--- src/rtl/alu_arbiter_if.sv ---
// Bundle of requester, shared-ALU and response signals for alu_arbiter.
// slave = arbiter side, master = environment (requesters, ALU, consumer).
interface alu_arbiter_if #(
    parameter int DATA_WIDTH = 32
);
    logic                  req0_valid;
    logic                  req0_ready;
    logic [2:0]            req0_func3;
    logic [6:0]            req0_func7;
    logic [DATA_WIDTH-1:0] req0_rs1;
    logic [DATA_WIDTH-1:0] req0_rs2;

    logic                  req1_valid;
    logic                  req1_ready;
    logic [2:0]            req1_func3;
    logic [6:0]            req1_func7;
    logic [DATA_WIDTH-1:0] req1_rs1;
    logic [DATA_WIDTH-1:0] req1_rs2;

    logic [2:0]            alu_func3;
    logic [6:0]            alu_func7;
    logic [DATA_WIDTH-1:0] alu_rs1_data;
    logic [DATA_WIDTH-1:0] alu_rs2_data;
    logic [DATA_WIDTH-1:0] alu_rd_data;

    logic                  rsp_valid;
    logic                  rsp_ready;
    logic                  rsp_id;
    logic [DATA_WIDTH-1:0] rsp_data;
    logic                  rsp_err;

    modport slave (
        input  req0_valid, req0_func3, req0_func7, req0_rs1, req0_rs2,
        output req0_ready,
        input  req1_valid, req1_func3, req1_func7, req1_rs1, req1_rs2,
        output req1_ready,
        output alu_func3, alu_func7, alu_rs1_data, alu_rs2_data,
        input  alu_rd_data,
        output rsp_valid, rsp_id, rsp_data, rsp_err,
        input  rsp_ready
    );

    modport master (
        output req0_valid, req0_func3, req0_func7, req0_rs1, req0_rs2,
        input  req0_ready,
        output req1_valid, req1_func3, req1_func7, req1_rs1, req1_rs2,
        input  req1_ready,
        input  alu_func3, alu_func7, alu_rs1_data, alu_rs2_data,
        output alu_rd_data,
        input  rsp_valid, rsp_id, rsp_data, rsp_err,
        output rsp_ready
    );
endinterface

--- src/rtl/alu_arbiter.sv ---
// Round-robin sharing of one combinational ALU between two requesters.
// Optional ALU_ILLEGAL_CHECK_EN: reject illegal {func7,func3} with rsp_err.
module alu_arbiter #(
    parameter int DATA_WIDTH = 32
) (
    input  logic          clk,
    input  logic          rst_n,
    alu_arbiter_if.slave  bus
);
    typedef enum logic [1:0] {
        IDLE = 2'd0,
        EXEC = 2'd1,
        RESP = 2'd2
    } state_e;

    state_e                state_q, state_d;
    logic                  rr_last_q, rr_last_d;
    logic                  id_q, id_d;
    logic [2:0]            f3_q, f3_d;
    logic [6:0]            f7_q, f7_d;
    logic [DATA_WIDTH-1:0] rs1_q, rs1_d;
    logic [DATA_WIDTH-1:0] rs2_q, rs2_d;
    logic                  rsp_valid_q, rsp_valid_d;
    logic                  rsp_id_q, rsp_id_d;
    logic [DATA_WIDTH-1:0] rsp_data_q, rsp_data_d;

    logic                  any_v;
    logic                  win;
    logic                  accept;
    logic [2:0]            sel_f3;
    logic [6:0]            sel_f7;
    logic [DATA_WIDTH-1:0] sel_rs1;
    logic [DATA_WIDTH-1:0] sel_rs2;

    // Only contention consults the pointer; a lone requester always wins.
    assign any_v  = bus.req0_valid | bus.req1_valid;
    assign win    = (bus.req0_valid & bus.req1_valid) ? ~rr_last_q
                                                      : bus.req1_valid;
    assign accept = (state_q == IDLE) & any_v & rst_n;

    assign bus.req0_ready = accept & ~win;
    assign bus.req1_ready = accept & win;

    assign sel_f3  = win ? bus.req1_func3 : bus.req0_func3;
    assign sel_f7  = win ? bus.req1_func7 : bus.req0_func7;
    assign sel_rs1 = win ? bus.req1_rs1   : bus.req0_rs1;
    assign sel_rs2 = win ? bus.req1_rs2   : bus.req0_rs2;

`ifdef ALU_ILLEGAL_CHECK_EN
    logic rsp_err_q, rsp_err_d;
    logic legal;

    assign legal = (sel_f7 == 7'h00) |
                   ((sel_f7 == 7'h20) &
                    ((sel_f3 == 3'b000) | (sel_f3 == 3'b101)));
    assign bus.rsp_err = rsp_err_q;
`else
    assign bus.rsp_err = 1'b0;
`endif

    always_comb begin
        state_d     = state_q;
        rr_last_d   = rr_last_q;
        id_d        = id_q;
        f3_d        = f3_q;
        f7_d        = f7_q;
        rs1_d       = rs1_q;
        rs2_d       = rs2_q;
        rsp_valid_d = rsp_valid_q;
        rsp_id_d    = rsp_id_q;
        rsp_data_d  = rsp_data_q;
`ifdef ALU_ILLEGAL_CHECK_EN
        rsp_err_d   = rsp_err_q;
`endif
        case (state_q)
            IDLE: begin
                if (accept) begin
                    f3_d      = sel_f3;
                    f7_d      = sel_f7;
                    rs1_d     = sel_rs1;
                    rs2_d     = sel_rs2;
                    rr_last_d = win;
                    id_d      = win;
                    state_d   = EXEC;
`ifdef ALU_ILLEGAL_CHECK_EN
                    if (!legal) begin
                        state_d     = RESP;
                        rsp_valid_d = 1'b1;
                        rsp_id_d    = win;
                        rsp_data_d  = '0;
                        rsp_err_d   = 1'b1;
                    end
`endif
                end
            end
            EXEC: begin
                rsp_data_d  = bus.alu_rd_data;
                rsp_id_d    = id_q;
                rsp_valid_d = 1'b1;
`ifdef ALU_ILLEGAL_CHECK_EN
                rsp_err_d   = 1'b0;
`endif
                state_d     = RESP;
            end
            RESP: begin
                if (bus.rsp_ready) begin
                    rsp_valid_d = 1'b0;
                    state_d     = IDLE;
                end
            end
            default: state_d = IDLE;
        endcase
    end

    always_ff @(posedge clk or negedge rst_n) begin
        if (!rst_n) begin
            state_q     <= IDLE;
            rr_last_q   <= 1'b1;
            id_q        <= 1'b0;
            f3_q        <= '0;
            f7_q        <= '0;
            rs1_q       <= '0;
            rs2_q       <= '0;
            rsp_valid_q <= 1'b0;
            rsp_id_q    <= 1'b0;
            rsp_data_q  <= '0;
`ifdef ALU_ILLEGAL_CHECK_EN
            rsp_err_q   <= 1'b0;
`endif
        end else begin
            state_q     <= state_d;
            rr_last_q   <= rr_last_d;
            id_q        <= id_d;
            f3_q        <= f3_d;
            f7_q        <= f7_d;
            rs1_q       <= rs1_d;
            rs2_q       <= rs2_d;
            rsp_valid_q <= rsp_valid_d;
            rsp_id_q    <= rsp_id_d;
            rsp_data_q  <= rsp_data_d;
`ifdef ALU_ILLEGAL_CHECK_EN
            rsp_err_q   <= rsp_err_d;
`endif
        end
    end

    assign bus.alu_func3    = f3_q;
    assign bus.alu_func7    = f7_q;
    assign bus.alu_rs1_data = rs1_q;
    assign bus.alu_rs2_data = rs2_q;

    assign bus.rsp_valid = rsp_valid_q;
    assign bus.rsp_id    = rsp_id_q;
    assign bus.rsp_data  = rsp_data_q;
endmodule

--- src/flat_wrapper.sv ---
// flat-port wrapper written by rule: the top's interface ports become plain ports
module alu_arbiter_flat 
#(
    parameter int DATA_WIDTH = 32
)
  (clk, rst_n, bus_req0_valid, bus_req0_func3, bus_req0_func7, bus_req0_rs1, bus_req0_rs2, bus_req0_ready, bus_req1_valid, bus_req1_func3, bus_req1_func7, bus_req1_rs1, bus_req1_rs2, bus_req1_ready, bus_alu_func3, bus_alu_func7, bus_alu_rs1_data, bus_alu_rs2_data, bus_alu_rd_data, bus_rsp_valid, bus_rsp_id, bus_rsp_data, bus_rsp_err, bus_rsp_ready);
  alu_arbiter_if #(.DATA_WIDTH(DATA_WIDTH)) bus_i ();
  input  logic clk;
  input  logic rst_n;
  input wire logic [$bits(bus_i.req0_valid)-1:0] bus_req0_valid;
  input wire logic [$bits(bus_i.req0_func3)-1:0] bus_req0_func3;
  input wire logic [$bits(bus_i.req0_func7)-1:0] bus_req0_func7;
  input wire logic [$bits(bus_i.req0_rs1)-1:0] bus_req0_rs1;
  input wire logic [$bits(bus_i.req0_rs2)-1:0] bus_req0_rs2;
  output wire logic [$bits(bus_i.req0_ready)-1:0] bus_req0_ready;
  input wire logic [$bits(bus_i.req1_valid)-1:0] bus_req1_valid;
  input wire logic [$bits(bus_i.req1_func3)-1:0] bus_req1_func3;
  input wire logic [$bits(bus_i.req1_func7)-1:0] bus_req1_func7;
  input wire logic [$bits(bus_i.req1_rs1)-1:0] bus_req1_rs1;
  input wire logic [$bits(bus_i.req1_rs2)-1:0] bus_req1_rs2;
  output wire logic [$bits(bus_i.req1_ready)-1:0] bus_req1_ready;
  output wire logic [$bits(bus_i.alu_func3)-1:0] bus_alu_func3;
  output wire logic [$bits(bus_i.alu_func7)-1:0] bus_alu_func7;
  output wire logic [$bits(bus_i.alu_rs1_data)-1:0] bus_alu_rs1_data;
  output wire logic [$bits(bus_i.alu_rs2_data)-1:0] bus_alu_rs2_data;
  input wire logic [$bits(bus_i.alu_rd_data)-1:0] bus_alu_rd_data;
  output wire logic [$bits(bus_i.rsp_valid)-1:0] bus_rsp_valid;
  output wire logic [$bits(bus_i.rsp_id)-1:0] bus_rsp_id;
  output wire logic [$bits(bus_i.rsp_data)-1:0] bus_rsp_data;
  output wire logic [$bits(bus_i.rsp_err)-1:0] bus_rsp_err;
  input wire logic [$bits(bus_i.rsp_ready)-1:0] bus_rsp_ready;
  assign bus_i.req0_valid = bus_req0_valid;
  assign bus_i.req0_func3 = bus_req0_func3;
  assign bus_i.req0_func7 = bus_req0_func7;
  assign bus_i.req0_rs1 = bus_req0_rs1;
  assign bus_i.req0_rs2 = bus_req0_rs2;
  assign bus_req0_ready = bus_i.req0_ready;
  assign bus_i.req1_valid = bus_req1_valid;
  assign bus_i.req1_func3 = bus_req1_func3;
  assign bus_i.req1_func7 = bus_req1_func7;
  assign bus_i.req1_rs1 = bus_req1_rs1;
  assign bus_i.req1_rs2 = bus_req1_rs2;
  assign bus_req1_ready = bus_i.req1_ready;
  assign bus_alu_func3 = bus_i.alu_func3;
  assign bus_alu_func7 = bus_i.alu_func7;
  assign bus_alu_rs1_data = bus_i.alu_rs1_data;
  assign bus_alu_rs2_data = bus_i.alu_rs2_data;
  assign bus_i.alu_rd_data = bus_alu_rd_data;
  assign bus_rsp_valid = bus_i.rsp_valid;
  assign bus_rsp_id = bus_i.rsp_id;
  assign bus_rsp_data = bus_i.rsp_data;
  assign bus_rsp_err = bus_i.rsp_err;
  assign bus_i.rsp_ready = bus_rsp_ready;
  alu_arbiter #(.DATA_WIDTH(DATA_WIDTH)) u_core (.clk(clk), .rst_n(rst_n), .bus(bus_i));
endmodule
--- config.mk ---
export PLATFORM = sky130hd
export DESIGN_NAME = alu_arbiter_flat
export DESIGN_NICKNAME = d
export VERILOG_FILES = /design/src/rtl/alu_arbiter_if.sv /design/src/rtl/alu_arbiter.sv /design/src/flat_wrapper.sv
export SDC_FILE = /design/constraint.sdc
export NUM_CORES = 1
export LEC_CHECK = 0
export ABC_AREA = 1
export BUFFER_PORTS_ARGS = -buffer_cell sky130_fd_sc_hd__buf_2
export CORE_ASPECT_RATIO = 0.6
export CORE_UTILIZATION = 48
export DETAILED_ROUTE_END_ITERATION = 6
export PLACE_DENSITY_LB_ADDON = 0.3
export SETUP_SLACK_MARGIN = 0.4
export SLEW_MARGIN = 15
export SYNTH_ARGS = -nofsm -noshare
export SYNTH_HDL_FRONTEND = slang
export SYNTH_SLANG_ARGS = --single-unit
--- constraint.sdc ---
create_clock -name clk -period 2.7 [get_ports clk]
set_input_delay 0.27 -clock clk [delete_from_list [all_inputs] [get_ports clk]]
set_output_delay 0.27 -clock clk [all_outputs]
set_load 0.05 [all_outputs]
==> summary.txt <==
Routing
  – DR vias: 5489
  – DRC: 0
  – DR pass1 iterations: 7
  – Per-cell routed wire length: 13.4 µm
  – Iter 0 DRT Violations: 257
  – Total Routed Length: 15300 µm
  – DR vias/cell: 4.81
  – Post-DRT Antenna Nets: 0

Status
  – Outcome: finished clean

Min path
  – WHS Endpoint: u_core.bus.rsp_data[22]$_DFFE_PN0P_
  – Hold wc startpoint: bus_alu_rd_data[22]
  – Worst hold path class: primary input to flip-flop
  – Hold Crit Depth: 3

Placement
  – Port Buffers: 294
  – Dpl cells: 1124
  – Final GP Congestion: 0.802
  – Post-detail-place hpwl: 11000 µm

Timing
  – Slew @ Worst Pin: 0.868 ns
  – Setup Skew: 0.00737 ns
  – Smallest hold slack: 0.132 ns
  – Max-slew violation count: 0
  – Min Clock Period, post-route: 2.12 ns
  – Setup TNS: 0 ns
  – Relative slew slack: 42.1%
  – Final Hold Viols: 0
  – Tcrit/Tclk final: 78.5%
  – RSZ-0062 raised after global routing: false
  – Final setup viols: 0
  – Fmax: 0.472 GHz

Worst setup path
  – Critical path peak fanout: 25
  – CP max-delay cell: dlygate4sd3_1
  – Cell family with the largest share of critical-path delay: buffers and inverters
  – Critical path arrival: 1.85 ns
  – Reg2Reg Launch Point: u_core.rr_last_q$_DFFE_PN1P_
  – Crit. End Element: primary output
  – Worst R2R Setup Slack: 1.00 ns
  – Crit start category: primary input
  – Reg2reg path depth: 7
  – CP required: 2.43 ns
  – Kind of critical path: primary input to primary output
  – R2r endpoint: u_core.bus.alu_rs2_data[10]$_DFFE_PN0P_
  – Crit path buffers/inverters: 4
  – Max incr delay on CP: 0.59 ns
  – Crit-path cells: dlygate4sd3_1 > buf_6 > nand3_2 > buf_4 > nor2_1 > buf_2

Clocking
  – Sink Count: 112
  – Clk Tree Root Cell: clkbuf_16
  – CTS tree: built
  – Clk_lat worst skew: 0.33 ns
  – Clock-pin slew on the worst setup and hold paths: 0.07 ns
  – Clk buf depth: 2
  – Post CTS Setup Buffer Count: 0
  – H-Tree Depth: 3
  – Num CTS Buffers: 9

Synthesis
  – Mapped Cells: 727
  – Synth Cell Area: 0.00532 mm²
  – Yosys top cell by area: dfrtp_1
  – Syn Area/Cell: 7.31 µm²
  – Post-synth top area share: 52.3%
  – Yosys cell types: 15
  – Syn. warnings: 0
  – Seq/Total Area, Yosys: 52.8%
  – Area contributors post-synth: dfrtp_1 (52%), nand2_1 (34%), nand3_1 (7.1%)
  – Syn nets: 912
  – Synth Register Bits: 112

Power
  – VDD IR max: 1.01 mV
  – Seq pwr share: 30.6%
  – PwrDens: 1290 mW/mm²
  – Combinational share of power: 53.8%
  – Net load switching power: 4.88 mW
  – Clock power share: 15.6%
  – P_leak: 4.45 nW
  – Switching share of power: 52.9%
  – Internal power: 4.35 mW

Die
  – Row count: 29
  – Chip height: 83.5 µm
  – Initial core utilization: 49.8%
  – IO Pins: 296
  – Die X: 138 µm
  – DIE AREA: 0.0115 mm²
  – Core area: 0.0107 mm²

Finish
  – Area Growth Syn to Fin: 34.5%
  – Post-Layout Cell Count: 1142
  – Share of layout cells above drive strength 1: 32.9%
  – Layout net count: 1182

Flow run
  – Max-cap violations: 0

GRT
  – Vias in the first global route: 5123
  – Initial antenna violation count: 0
  – Total GRT Usage: 27.0%
  – Total gr overflow: 0
  – First-pass GRT wire length: 24500 µm
  – Largest net degree at the start of global routing: 76
[layer usage]
layer  up-vias  track usage [%]  part of all wire, %
met5         -                0                    0
met4         0             9.19                  2.5
met3        38             6.13                  7.1
met2       246             44.6                   48
met1      2444             34.7                   43
li1       2761                -                    -
[worst max-delay path by stage]
stage | startpoint | end | depth (start not counted) | slack [ns]
finish | rst_n | bus_req0_ready | 6 | 0.58
global route | rst_n | bus_req0_ready | 6 | 0.46
CTS | rst_n | bus_req0_ready | 6 | 0.47
detailed placement | bus_req1_valid | u_core.bus.alu_rs1_data[1]$_DFFE_PN0P_ | 8 | 0.88
global placement | bus_req1_valid | bus_req0_ready | 7 | 0.92
floorplan | u_core.rr_last_q$_DFFE_PN1P_ | bus_req0_ready | 6 | 0.73
[final cells by class]
| class | count | area [µm²] |
|---|---|---|
| antenna | 1 | 2.50 |
| clock buffer | 12 | 256 |
| clock inverter | 4 | 76.3 |
| fill | 948 | 3520 |
| inverter | 6 | 22.5 |
| multi-input combinational | 562 | 2230 |
| sequential | 112 | 2800 |
| tap | 139 | 174 |
| timing repair buffer | 306 | 1580 |
[tightest hold or removal path, cell delays in order]
cell and delay [ns]:
buf_2 0.08, nand2_1 0.04, nand2_1 0.05
[metrics by stage]
| stage | total power, mW | instance area, µm² | util, % | setup WS, ns |
|---|---|---|---|---|
| detailed placement | 7.82 | 6800 | 63.7 | 0.880 |
| floorplan | 6.55 | 5320 | - | 0.726 |
| global placement | 7.76 | 6800 | 63.7 | 0.918 |
| global route | 9.73 | 7150 | 67.0 | 0.461 |
| finish | 9.23 | 7150 | 67.0 | 0.580 |
| CTS | 9.30 | 7140 | 66.9 | 0.472 |
[cell usage in the layout, fill, tap and decap left out, drive strengths merged]
cell type	n
dfrtp	111
nand2	477
conb	1
nand3	76
clkinvlp	1
clkbuf	12
nor2	6
buf	305
dlygate4sd3	1
o21ai	2
bufinv	2
clkinv	1
inv	6
diode	1
dfstp	1
[repair_timing]
action / CTS / global route
setup endpoints to repair: 0 / 1
hold buffers: 1 / 0
hold endpoints to repair: 20 / 0
gates resized for setup: 0 / 1
[power groups by stage]
| stage | Combinational [mW] | Clock, mW | Sequential, mW |
|---|---|---|---|
| 2_1_floorplan | 1.12 | 0 | 5.42 |
| 3_3_place_gp | 4.93 | 0 | 2.83 |
| 3_5_place_dp | 5.00 | 0 | 2.83 |
| 4_1_cts | 5.00 | 1.48 | 2.82 |
| 5_1_grt | 5.27 | 1.55 | 2.91 |
| 6_report | 4.96 | 1.44 | 2.82 |
[synth_stat cells, drive strengths merged]
master,instances
dfrtp,111
nor2,6
clkbuf,10
nand2,477
inv,6
buf,37
conb,1
dfstp,1
nand3,76
o21ai,2
[flip-flops by register name (all words and copies together) (netlist names)]
register and cells:
u_core.bus.alu_rs2_data 32, u_core.bus.alu_func7 7, u_core.bus.rsp_data 32, u_core.id_q 1
u_core.bus.alu_func3 3, u_core.state_q 2, u_core.bus.rsp_valid 1, u_core.bus.rsp_id 1
u_core.rr_last_q 1, u_core.bus.alu_rs1_data 32
[logic make-up after synthesis]
group | Yosys count | share of synthesized area (%)
AOI/OAI and AO/OA | 2 | 0.188
buffers and inverters | 53 | 5.48
other | 1 | 0.0706
and+or+nand+nor | 559 | 41.5
DFF | 112 | 52.8
Note: power is estimated with default switching activity, not from simulation.
